[src/rtl/accumulator32.sv]
// Packet accumulator: sums 32-bit beats through an adder32-equivalent path and returns the total
// on a valid/ready result port. Optional macro ACCUM_SATURATE_EN clamps the sum at all-ones on carry.
module accumulator32 #(
  parameter int COUNT_W = 8
) (
  input  logic               clk,
  input  logic               rst,
  input  logic [31:0]        in_data,
  input  logic               in_valid,
  input  logic               in_last,
  output logic               in_ready,
  output logic [31:0]        out_sum,
  output logic               out_carry,
  output logic [COUNT_W-1:0] out_count,
  output logic               out_valid,
  input  logic               out_ready
);

  localparam int DATA_W = 32;

  typedef enum logic {S_ACCUM, S_DONE} state_t;

  state_t state;

  // adder32 with cin tied low: {cout, s}
  function automatic logic [DATA_W:0] add33(input logic [DATA_W-1:0] a,
                                            input logic [DATA_W-1:0] b);
    return {1'b0, a} + {1'b0, b};
  endfunction

  function automatic logic [DATA_W-1:0] sat_sum(input logic [DATA_W-1:0] s,
                                                input logic cout);
`ifdef ACCUM_SATURATE_EN
    return cout ? {DATA_W{1'b1}} : s;
`else
    return s;
`endif
  endfunction

  logic [DATA_W:0]   add_p0;
  logic [DATA_W-1:0] sum_p0;
  logic              cout_p0;
  logic              accept_p0;

  always_comb begin
    add_p0    = add33(out_sum, in_data);
    cout_p0   = add_p0[DATA_W];
    sum_p0    = sat_sum(add_p0[DATA_W-1:0], cout_p0);
    accept_p0 = in_valid & in_ready;
  end

  // Registered result stage; reset discards any partial packet
  always_ff @(posedge clk) begin
    if (rst) begin
      state     <= S_ACCUM;
      out_sum   <= '0;
      out_carry <= 1'b0;
      out_count <= '0;
      out_valid <= 1'b0;
      in_ready  <= 1'b1;
    end else begin
      case (state)
        S_ACCUM: begin
          if (accept_p0) begin
            out_sum   <= sum_p0;
            out_carry <= out_carry | cout_p0;
            out_count <= out_count + COUNT_W'(1);
            if (in_last) begin
              state     <= S_DONE;
              in_ready  <= 1'b0;
              out_valid <= 1'b1;
            end
          end
        end
        S_DONE: begin
          if (out_valid && out_ready) begin
            state     <= S_ACCUM;
            out_sum   <= '0;
            out_carry <= 1'b0;
            out_count <= '0;
            out_valid <= 1'b0;
            in_ready  <= 1'b1;
          end
        end
        default: begin
          state     <= S_ACCUM;
          out_valid <= 1'b0;
          in_ready  <= 1'b1;
        end
      endcase
    end
  end

endmodule
[config.mk]
export PLATFORM = sky130hd
export DESIGN_NAME = accumulator32
export DESIGN_NICKNAME = d
export VERILOG_FILES = /design/src/rtl/accumulator32.sv
export SDC_FILE = /design/constraint.sdc
export NUM_CORES = 1
export LEC_CHECK = 0
export ABC_AREA = 1
export CORE_MARGIN = 8
export CORE_UTILIZATION = 48
export CTS_BUF_LIST = sky130_fd_sc_hd__clkbuf_4 sky130_fd_sc_hd__clkbuf_8 sky130_fd_sc_hd__clkbuf_16
export CTS_CLUSTER_SIZE = 10
export DETAILED_ROUTE_END_ITERATION = 10
export HOLD_SLACK_MARGIN = 0.05
export PLACE_DENSITY = 0.78
export SETUP_SLACK_MARGIN = 0.2
export SYNTH_ARGS = -nofsm -noshare
export SYNTH_HDL_FRONTEND = slang
export SYNTH_SLANG_ARGS = --single-unit
[constraint.sdc]
create_clock -name clk -period 1.9 [get_ports clk]
set_clock_uncertainty 0.15 [all_clocks]
set_input_delay 0.19 -clock clk [delete_from_list [all_inputs] [get_ports clk]]
set_output_delay 0.19 -clock clk [all_outputs]
set_load 0.005 [all_outputs]
# Word-level counts from Yosys, hierarchy flattened
# Cells that the tools add are included.
# word_totals
out_inout_bits,43
wordCells,37
reg_bits,44
in_bits,37
# classes
muxes,20
addsub,2
bitwise,3
n_eq_ne,3
n_reduce_logical,3
# ops
cell,n
$mux W32,2
$pmux W32 S2,1
$add A32 B32 Y33,1
$mux W8,2
$pmux W8 S2,1
$mux W1,10
$add A8 B1 Y8 const B,1
$pmux W1 S2,4
$ne A2 B2 Y1 const B,2
$reduce_and A3 Y1,1
$ne A2 B1 Y1 const B,1
$reduce_and A2 Y1,1
$and A1 B1 Y1,1
$logic_and A1 B1 Y1,1
$not A1 Y1,1
$or A1 B1 Y1,1

# Longest topological paths before layout
# Gate-level depths: netlist of run 1.
# depth
word_depth,4
mapped_depth,14
mapped_depth_nobuf,14

# Least setup slack after synthesis of run 1
# No wires, ideal clock.
# synth_timing
kind,register to register
startpoint,register out_sum[0]
endpoint,register out_sum[28]
arrival_ns,1.670
setup_slack_ns,-0.052
required_ns,1.618
setup_time_ns,0.132
synth_period_minus_slack_ns,1.952
path_stages_with_launch,14
cell_sequence,dfxtp_1 ha_1 inv_1 fa_1 inv_1 nand3_1 nand3_1 nand3_1 nand3_1 nand2_1 nand2_1 nand2_1 nand3_1 a21oi_1
# synth_between
elab_chain_len,3
# synth_lines
item,line_no,text
from (decl),12,"output logic [31:0] out_sum,"
from (signal assigned),65,out_sum <= sum_p0;
$add A32 B32 Y33,28,"return {1'b0, a} + {1'b0, b};"
$mux W32,64,if (accept_p0) begin
$pmux W32 S2,62,case (state)
# No other way between the ends. The select of a mux whose other input is x is not followed.
# A chain may end at the register's enable or synchronous reset.

# Worst setup path after layout of run 1
# layout_timing
startpoint,register out_sum[6]
endpoint,register out_sum[16]
# Same word-level chain as after synthesis.

==> reports/metrics.yaml, run 1 <==
period_share_pct: 124.4
fill_cells: 408
vias: 5947
critPathRequiredTime_ps: 2000
hpwl_um: 10600
cts_tree: "done"
p_sw_w: 0.002120
synth-edff-count: 0
use_met1_pct: 32.27
most-common-layout-cells: "186 x nand2_1, 109 x inv_1, 78 x buf_4, 58 x nand2_2, 58 x clkdlybuf4s50_1"
antenna_found_initial: 0
violations: "setup timing"
power.density_mw_per_mm2: 673.7
cts_num_sinks: 44
setup-violations-final: 28
timing.fmax_mhz: 423.2
synth_area_per_cell_um2: 5.632
fin_util_pct: 87.83
die_x_um: 107.1
rsz0062_at_grt: "yes"
drv_slew: 0
hold_path.class: "primary input to flop"
start_util_pct: 49.02
arrival_ps: 2460
power.total_w: 0.004813
drtPass1Iterations: 6
maxSlewHeadroom_pct: 74.04
cp_max_fo: 4
numPortBuffers: 79
syn_inst: 708
cts_root_buf: "clkbuf_8"
gr-total-overflow: 0
swShare_pct: 44.05
cts.hold.buffers_added: 0
outcome: "finished, violations left"
die_height_um: 107.1
synth_area_mm2: 0.003988
grt_usage_pct: 27.64
dp_cells: 956
finalHoldViolations: 0
p_comb_share_pct: 59.4
ys_ff_latch: 44
synth_nets: 779
die_area_mm2: 0.01148
place_ws_ps: -466.4
grt_pass1_wl_um: 25880
syn_to_final_growth_pct: 79.17
grtUsageMet2_pct: 47.84
rows: 33
clk_pin_slew_worst_paths_ps: 120
wl_um: 21760
fin_crit_ps: 2363
synth_cell_types: 31
drt_iter0_drc: 634
insertedDiodeCount: 0
worstSetupPathType: "flop to flop"
grt_pass1_vias: 5506
grt_max_degree: 25
drtAntennaViolNets: 0
intPower_w: 0.002693
post_drt_wl_per_cell_um: 22.05
cp-end-kind: "flop"
cts_max_level: 2
busiest_layer: "met2"
power.share.clock_pct: 17.0
met3_usage_pct: 4.439
yosysWarnings: 0
core-area_mm2: 0.008134
vdd_drop_max_mv: 0.4317
post_drt_via_cell_ratio: 6.025
worstSkewPairLatency_ps: 320
leakage_nw: 3.524
critPathLaunchType: "flop"
async_reset_ff_share_pct: 0
final_cells: 987
final_common_cell: "nand2_1"
place_congestion: 0.9569
fin_tns_setup_ps: -4774
clock_path_buffers: 2
ys.flop_type: "dfxtp_1"
cts-buffers-inserted: 5
ys_seq_area_share_pct: 22.09
drv_cap: 0
worst_pin_slew_ps: 389.0
fin_nets: 952
drive_gt1_share_pct: 42.29
route.detailed.drc: 0
pwr-share-seq_pct: 23.7
finalWorstSetupSlack_ps: -462.8
io_pins: 80
==> cell usage after synthesis, drive strengths merged, types with 4 or more instances <==
master / number / area, um^2
nand2: 273 / 1040
inv: 127 / 476.7
a21oi: 71 / 355.3
nor2: 54 / 217.7
nand3: 50 / 260.3
dfxtp: 44 / 880.8
ha: 33 / 412.9
o21ai: 17 / 85.08
buf: 5 / 23.77
clkbuf: 5 / 18.77
nand4: 5 / 31.28
nor3: 5 / 36.29
or2: 5 / 31.28
nand3b: 4 / 30.03
==> path summary, 6_finish.rpt <==
path | from | to | slack, ps | cells after the start
max | out_sum[6]$_SDFFE_PP0P_ | out_sum[16]$_SDFFE_PP0P_ | -460 | 11
min | in_data[0] | out_sum[0]$_SDFFE_PP0P_ | 300 | 4
max reg2reg | out_sum[6]$_SDFFE_PP0P_ | out_sum[16]$_SDFFE_PP0P_ | -460 | 11
min reg2reg | in_ready$_SDFFE_PP1P_ | in_ready$_SDFFE_PP1P_ | 320 | 2
==> metal layers <==
layer	wire length, um	up-vias	part of all wire, %
met5	0	-	0
met3	2553	187	12
met4	1606	0	7.4
met1	7832	2664	36
met2	9769	541	45
li1	-	2555	-
==> critical path: stages (launching register included) <==
cell,delay [ps]
dfxtp_2,360
ha_4,320
nand2_2,130
buf_4,160
nor2_2,330
nand2_2,200
nand2_4,130
nand2_2,70
nand2_4,100
or2_4,140
nand2_1,60
a21oi_1,120
==> per-stage QoR <==
stage / cell area, um^2 / hold WS [ps]
final: 7144 / 302.7
after global routing: 7144 / 340.2
after CTS: 6588 / 303.0
after detailed placement: 5579 / 307.2
after global placement: 5579 / 302.8
after floorplan: 4119 / 221.6
==> sequential cells by signal, summed over array words and instances (netlist names) <==
| signal | count |
|---|---|
| in_ready | 1 |
| out_carry | 1 |
| out_count | 8 |
| out_sum | 32 |
| out_valid | 1 |
| state | 1 |
==> layout make-up <==
| type | count | area, um^2 | area share [%] |
|---|---|---|---|
| clock inverters | 3 | 46.29 | 0.6480 |
| well taps | 105 | 131.4 | 1.839 |
| inverters | 127 | 489.2 | 6.848 |
| flip-flops and latches | 44 | 925.9 | 12.96 |
| multi-input cells | 527 | 3861 | 54.05 |
| clock buffers | 5 | 68.82 | 0.9632 |
| repair buffers | 176 | 1622 | 22.70 |
==> power groups by stage <==
stage          registers, W  clock network [W]  logic (W)
5_1_grt             0.00114           0.000859    0.00299
6_report            0.00114           0.000817    0.00286
2_1_floorplan       0.00112                  0   0.000965
4_1_cts             0.00112           0.000812    0.00226
3_3_place_gp        0.00111                  0    0.00178
3_5_place_dp        0.00111                  0    0.00181
==> repair_timing <==
item,in CTS,in global routing
resized for setup,207,134
buffers inserted,14,9
setup endpoints to repair,28,39
endpoints found under the hold margin,0,0
pin swaps,57,66
==> kinds of logic after synthesis <==
kind of cell | after synthesis | share of synthesized area (%)
compound gates | 95 | 12.43
fa+ha+maj | 34 | 10.86
flops | 44 | 22.09
buf+inv | 137 | 13.02
simple gates | 398 | 41.61
No activity file was read; power rests on OpenSTA's default activity.
==> run 2, diff against run 1 <==
Settings changed: REMOVE_ABC_BUFFERS set to 1.
==> reports/metrics.yaml, run 2 (same netlist as run 1, synthesis figures left out) <==
cts_num_sinks: 44  # unchanged
drv_slew: 0  # unchanged
rsz0062_at_grt: "yes"
fin_crit_ps: 1983  # -379.3 ps
outcome: "finished, violations left"
post_drt_via_cell_ratio: 5.461  # -9.4%
dpl_cell_area_mm2: 0.005488  # -1.6%
drtPass1Iterations: 5  # -1
maxSlewHeadroom_pct: 75.80  # +1.8 points
die_area_mm2: 0.01148  # unchanged
period_share_pct: 104.4  # -20 points
worstSkewPairLatency_ps: 310  # about the same
setup-violations-final: 12  # -57%
gr-total-overflow: 0  # unchanged
core-area_mm2: 0.008134  # unchanged
worstSetupPathType: "flop to flop"
finalHoldViolations: 0  # unchanged
route.detailed.drc: 0  # unchanged
grt_pass1_wl_um: 25020  # -3.3%
dp_cells: 963  # +0.73%
crit_path_max_incr_delay_ps: 370  # about the same
vdd_drop_max_mv: 0.4270  # -1.1%
cts_max_level: 2  # unchanged
grt_max_degree: 25  # unchanged
regMostFlops: "out_sum"
cts_tree: "done"
grt_usage_pct: 26.45  # -1.2 points
cpMaxStageDelayCell: "dfxtp_2"
grtUsageMet2_pct: 46.69  # -1.1 points
finalWorstSetupSlack_ps: -83.46  # +379.3 ps
most-common-layout-cells: "213 x nand2_1, 113 x inv_1, 89 x buf_4, 57 x clkdlybuf4s50_1, 46 x a21oi_1"
violations: "setup timing"
cp_max_fo: 4  # unchanged
fill_cells: 507  # +24%
numPortBuffers: 79  # unchanged
insertedDiodeCount: 0  # unchanged
critPathRequiredTime_ps: 1990  # about the same
drv_cap: 0  # unchanged
hold_path.class: "primary input to flop"
vias: 5379  # -9.6%
fin_nets: 950  # -0.21%
post_drt_wl_per_cell_um: 16.64  # -25%
drtAntennaViolNets: 0  # unchanged
rows: 33  # unchanged
reg_top3: "out_sum: 32 flops, out_count: 8 flops"
final_common_cell: "nand2_1"
design_area_mm2: 0.006691  # -6.3%
leakage_nw: 3.288  # -6.7%
arrival_ps: 2070  # -390 ps
final_cells: 985  # -0.20%
wl_um: 16400  # -25%
cts_root_buf: "clkbuf_8"
multi_input_area_mm2: 0.003500  # -9.4%
syn_to_final_growth_pct: 67.81
antenna_found_initial: 0  # unchanged
hpwl_um: 10530  # -0.66%
worstPathCellList: "ha_4 > inv_2 > fa_2 > inv_4 > nand3_4 > nand3_4 > nand2_4 > nand2_4 > nand2_2 > nand2_2 > or2_1 > nand2_1 > a21oi_1"
cts-buffers-inserted: 5  # unchanged
clock_path_buffers: 2  # unchanged
critPathLaunchType: "flop"
place_congestion: 0.9665  # +1.0%
busiest_layer: "met2"
drt_iter0_drc: 446  # -30%
met3_usage_pct: 5.879  # +1.4 points
cp-end-kind: "flop"
die_x_um: 107.1  # unchanged
fin_util_pct: 82.26  # -5.6 points
grt_pass1_vias: 5422  # -1.5%
start_util_pct: 49.02  # unchanged
clk_pin_slew_worst_paths_ps: 100  # -20 ps
worst_pin_slew_ps: 363.0  # -25.94 ps
timing.fmax_mhz: 504.2  # +19%
die_height_um: 107.1  # unchanged
register_area_um2: 925.9  # unchanged
use_met1_pct: 30.63  # -1.6 points
drive_gt1_share_pct: 35.80  # -6.5 points
power.density_mw_per_mm2: 651.8  # -3.2%
largest_reg_flops: 32  # unchanged
io_pins: 80  # unchanged
run 2: cell count changes in the layout (fill, tap and decap cells not counted), moves of 5 or more:
cell     delta
nor2_4      -6
nand3_1    +10
nand3_2     -9
nor2_2      +5
buf_6      -10
buf_4      +11
nand2_4    -10
nand2_2    -13
a21oi_1     +6
nand2_1    +27
run 2: layer usage:
layer,routed length [um],vias to the layer above
li1,-,2546
met1,6122,2450
met2,7925,309
met3,1630,74
met4,716,0
met5,0,-
run 2: repair_timing:
item	CTS	global route
resized for setup	164	99
setup endpoints to repair	31	39
hold buffers	0	0
setup buffers	6	8
pin swaps	34	19
run 2: stage by stage:
step / total power, W / setup WS [ps] / hold WS, ps / setup TNS (ps)
after CTS: 0.004068 / -4.255 / 286.5 / -4.255
after global placement: 0.002838 / -456.5 / 302.6 / -9861
after global routing: 0.004594 / -166.9 / 323.3 / -2293
final: 0.004362 / -83.46 / 278.9 / -597.3
after detailed placement: 0.002881 / -527.7 / 312.4 / -11450
after floorplan: 0.002015 / -46.24 / 109.1 / -181.4
run 2: critical path: cells and delay by family (launching register included):
family	cells	cell delay, ps
simple gates	8	630
fa+ha+maj	2	490
flops	1	370
compound gates	1	150
buf+inv	2	130
run 2: worst paths after layout:
| path | startpoint | to | slack (ps) | cells after the start |
|---|---|---|---|---|
| max | out_sum[0]$_SDFFE_PP0P_ | out_sum[16]$_SDFFE_PP0P_ | -80 | 13 |
| max reg2reg | out_sum[0]$_SDFFE_PP0P_ | out_sum[16]$_SDFFE_PP0P_ | -80 | 13 |
| min reg2reg | in_ready$_SDFFE_PP1P_ | in_ready$_SDFFE_PP1P_ | 310 | 2 |
| min | in_data[0] | out_sum[0]$_SDFFE_PP0P_ | 280 | 4 |
run 2: report_power, final:
| part | internal (W) | switching, W |
|---|---|---|
| clock | 0.000466 | 0.000388 |
| combinational | 0.00112 | 0.00127 |
| sequential | 0.00103 | 0.0000951 |
| total | 0.00261 | 0.00175 |
run 2: area by class of cell:
class	instances	area share [%]
clock buffers	7	1.440
clock inverters	1	0.4488
inverters	127	7.199
multi-input cells	527	52.30
flip-flops and latches	44	13.84
well taps	105	1.963
repair buffers	174	22.81
==> run 3, diff against run 2 <==
Settings changed: SKIP_LAST_GASP set to 1.
==> reports/metrics.yaml, run 3 (same netlist as run 1, synthesis figures left out) <==
outcome: "finished, violations left"
violations: "setup timing"
largest_reg_flops: 32  # unchanged
hpwl_um: 10530  # unchanged
core-area_mm2: 0.008134  # unchanged
die_x_um: 107.1  # unchanged
met3_usage_pct: 5.939  # +0.060 points
leakage_nw: 3.329  # +1.3%
most-common-layout-cells: "209 x nand2_1, 113 x inv_1, 89 x buf_4, 56 x clkdlybuf4s50_1, 47 x nand2_2"
cts_num_sinks: 44  # unchanged
cp_max_fo: 4  # unchanged
whs_endpoint: "out_sum[0]$_SDFFE_PP0P_"
cts-buffers-inserted: 5  # unchanged
drtPass1Iterations: 6  # +1
fin_util_pct: 83.43  # +1.2 points
vias: 5562  # +3.4%
setup-violations-final: 16  # +4
fin_nets: 950  # unchanged
worstReg2RegStart: "out_sum[19]$_SDFFE_PP0P_"
reg_top3: "out_sum: 32 flops, out_count: 8 flops"
rr_worst_depth: 10  # -3
busiest_layer: "met2"
period_share_pct: 110.5  # +6.1 points
cts_root_buf: "clkbuf_8"
r2r_slack_ps: -200  # -120 ps
arrival_ps: 2200  # +130 ps
drive_gt1_share_pct: 37.50  # +1.7 points
grtUsageMet2_pct: 46.51  # -0.18 points
grt_pass1_vias: 5428  # +0.11%
numPortBuffers: 79  # unchanged
gr-total-overflow: 0  # unchanged
use_met1_pct: 30.38  # -0.25 points
crit_buf_inv: 1  # -1
vdd_drop_max_mv: 0.4282  # +0.29%
clock_path_buffers: 2  # unchanged
grt_pass1_wl_um: 24980  # -0.14%
crit_path_max_incr_delay_ps: 370  # about the same
cts_max_level: 2  # unchanged
post_drt_via_cell_ratio: 5.647  # +3.4%
worst_pin_slew_ps: 364.5  # +1.514 ps
start_util_pct: 49.02  # unchanged
syn_to_final_growth_pct: 70.19
io_pins: 80  # unchanged
post_drt_wl_per_cell_um: 17.72  # +6.5%
fin_crit_ps: 2099  # +115.3 ps
cpMaxStageDelayCell: "dfxtp_4"
critPathRequiredTime_ps: 2000  # about the same
finalWorstSetupSlack_ps: -198.7  # -115.3 ps
grt_max_degree: 25  # unchanged
hold_path.class: "primary input to flop"
finalHoldViolations: 0  # unchanged
route.detailed.drc: 0  # unchanged
clk_pin_slew_worst_paths_ps: 110  # about the same
worstSkewPairLatency_ps: 310  # about the same
worstPathCellList: "ha_4 > nand2_1 > buf_4 > nor2_2 > nand2_1 > nor3_1 > nand2_2 > nand3_2 > nand3_2 > a21oi_2"
critPathLaunchType: "flop"
insertedDiodeCount: 0  # unchanged
path_delay_family: "simple AND/OR/NAND/NOR gates"
maxSlewHeadroom_pct: 75.70  # -0.10 points
power.density_mw_per_mm2: 657.7  # +0.90%
wl_um: 17450  # +6.5%
cts_tree: "done"
regMostFlops: "out_sum"
final_common_cell: "nand2_1"
whs_ps: 277.1  # -1.741 ps
die_area_mm2: 0.01148  # unchanged
antenna_found_initial: 0  # unchanged
drtAntennaViolNets: 0  # unchanged
hp-start: "in_data[0]"
drv_cap: 0  # unchanged
drt_iter0_drc: 519  # +16%
cp-end-kind: "flop"
rsz0062_at_grt: "yes"
timing.fmax_mhz: 476.5  # -5.5%
place_congestion: 0.9665  # unchanged
grt_usage_pct: 26.37  # -0.075 points
r2r-end: "out_sum[28]$_SDFFE_PP0P_"
drv_slew: 0  # unchanged
rows: 33  # unchanged
worstSetupPathType: "flop to flop"
die_height_um: 107.1  # unchanged
min_delay_path_depth: 4  # unchanged
==> run 3: worst reg2reg max path: stages (launching register included) <==
cell	delay [ps]
dfxtp_4	370
ha_4	290
nand2_1	80
buf_4	150
nor2_2	160
nand2_1	130
nor3_1	260
nand2_2	100
nand3_2	90
nand3_2	100
a21oi_2	150
==> run 3: how the worst max path moves through the flow <==
| stage | slack (ps) | cells past startpoint | endpoint | start |
|---|---|---|---|---|
| after CTS | -4 | 13 | out_sum[16]$_SDFFE_PP0P_ | out_sum[0]$_SDFFE_PP0P_ |
| after global routing | -290 | 11 | out_sum[28]$_SDFFE_PP0P_ | out_sum[19]$_SDFFE_PP0P_ |
| after global placement | -460 | 14 | out_sum[28]$_SDFFE_PP0P_ | in_data[0] |
| after detailed placement | -530 | 13 | out_sum[28]$_SDFFE_PP0P_ | in_data[0] |
| after floorplan | -50 | 12 | out_sum[28]$_SDFFE_PP0P_ | out_sum[0]$_SDFFE_PP0P_ |
| final | -200 | 10 | out_sum[28]$_SDFFE_PP0P_ | out_sum[19]$_SDFFE_PP0P_ |
==> run 3: final cells by class <==
cell class,instances,area [um^2]
inverter,127,481.7
clock buffer,7,96.34
tap,105,131.4
sequential,44,923.4
multi-input combinational,527,3595
fill,476,1348
clock inverter,1,30.03
timing repair buffer,174,1529
==> run 3: through the flow <==
step	setup TNS [ps]	total power (W)	area (um^2)	std cells	worst slack (ps)
after floorplan	-181.4	0.002015	3945	698	-46.24
after global placement	-9861	0.002838	5488	963	-456.5
after detailed placement	-11450	0.002881	5488	963	-527.7
after CTS	-4.255	0.004058	6317	977	-4.255
after global routing	-3098	0.004667	6787	985	-289.0
final	-1292	0.004464	6787	985	-198.7
==> run 3: power by group <==
| part | leakage, nW | internal, W | switching, W |
|---|---|---|---|
| Combinational | 2.89 | 0.00114 | 0.00134 |
| Clock | 0.0645 | 0.000466 | 0.000397 |
| Sequential | 0.372 | 0.00103 | 0.0000987 |
==> run 3: layer usage <==
metal  vias to the layer above  part of all wire [%]
li1                       2552                     -
met1                      2525                    37
met2                       383                    48
met3                       102                    10
met4                         0                   4.7
met5                         -                     0
==> run 3: what timing repair did <==
item,in CTS,in global routing
hold buffers,0,0
setup buffers,6,8
pin swaps,33,32
setup endpoints to repair,31,39
resized for setup,158,127
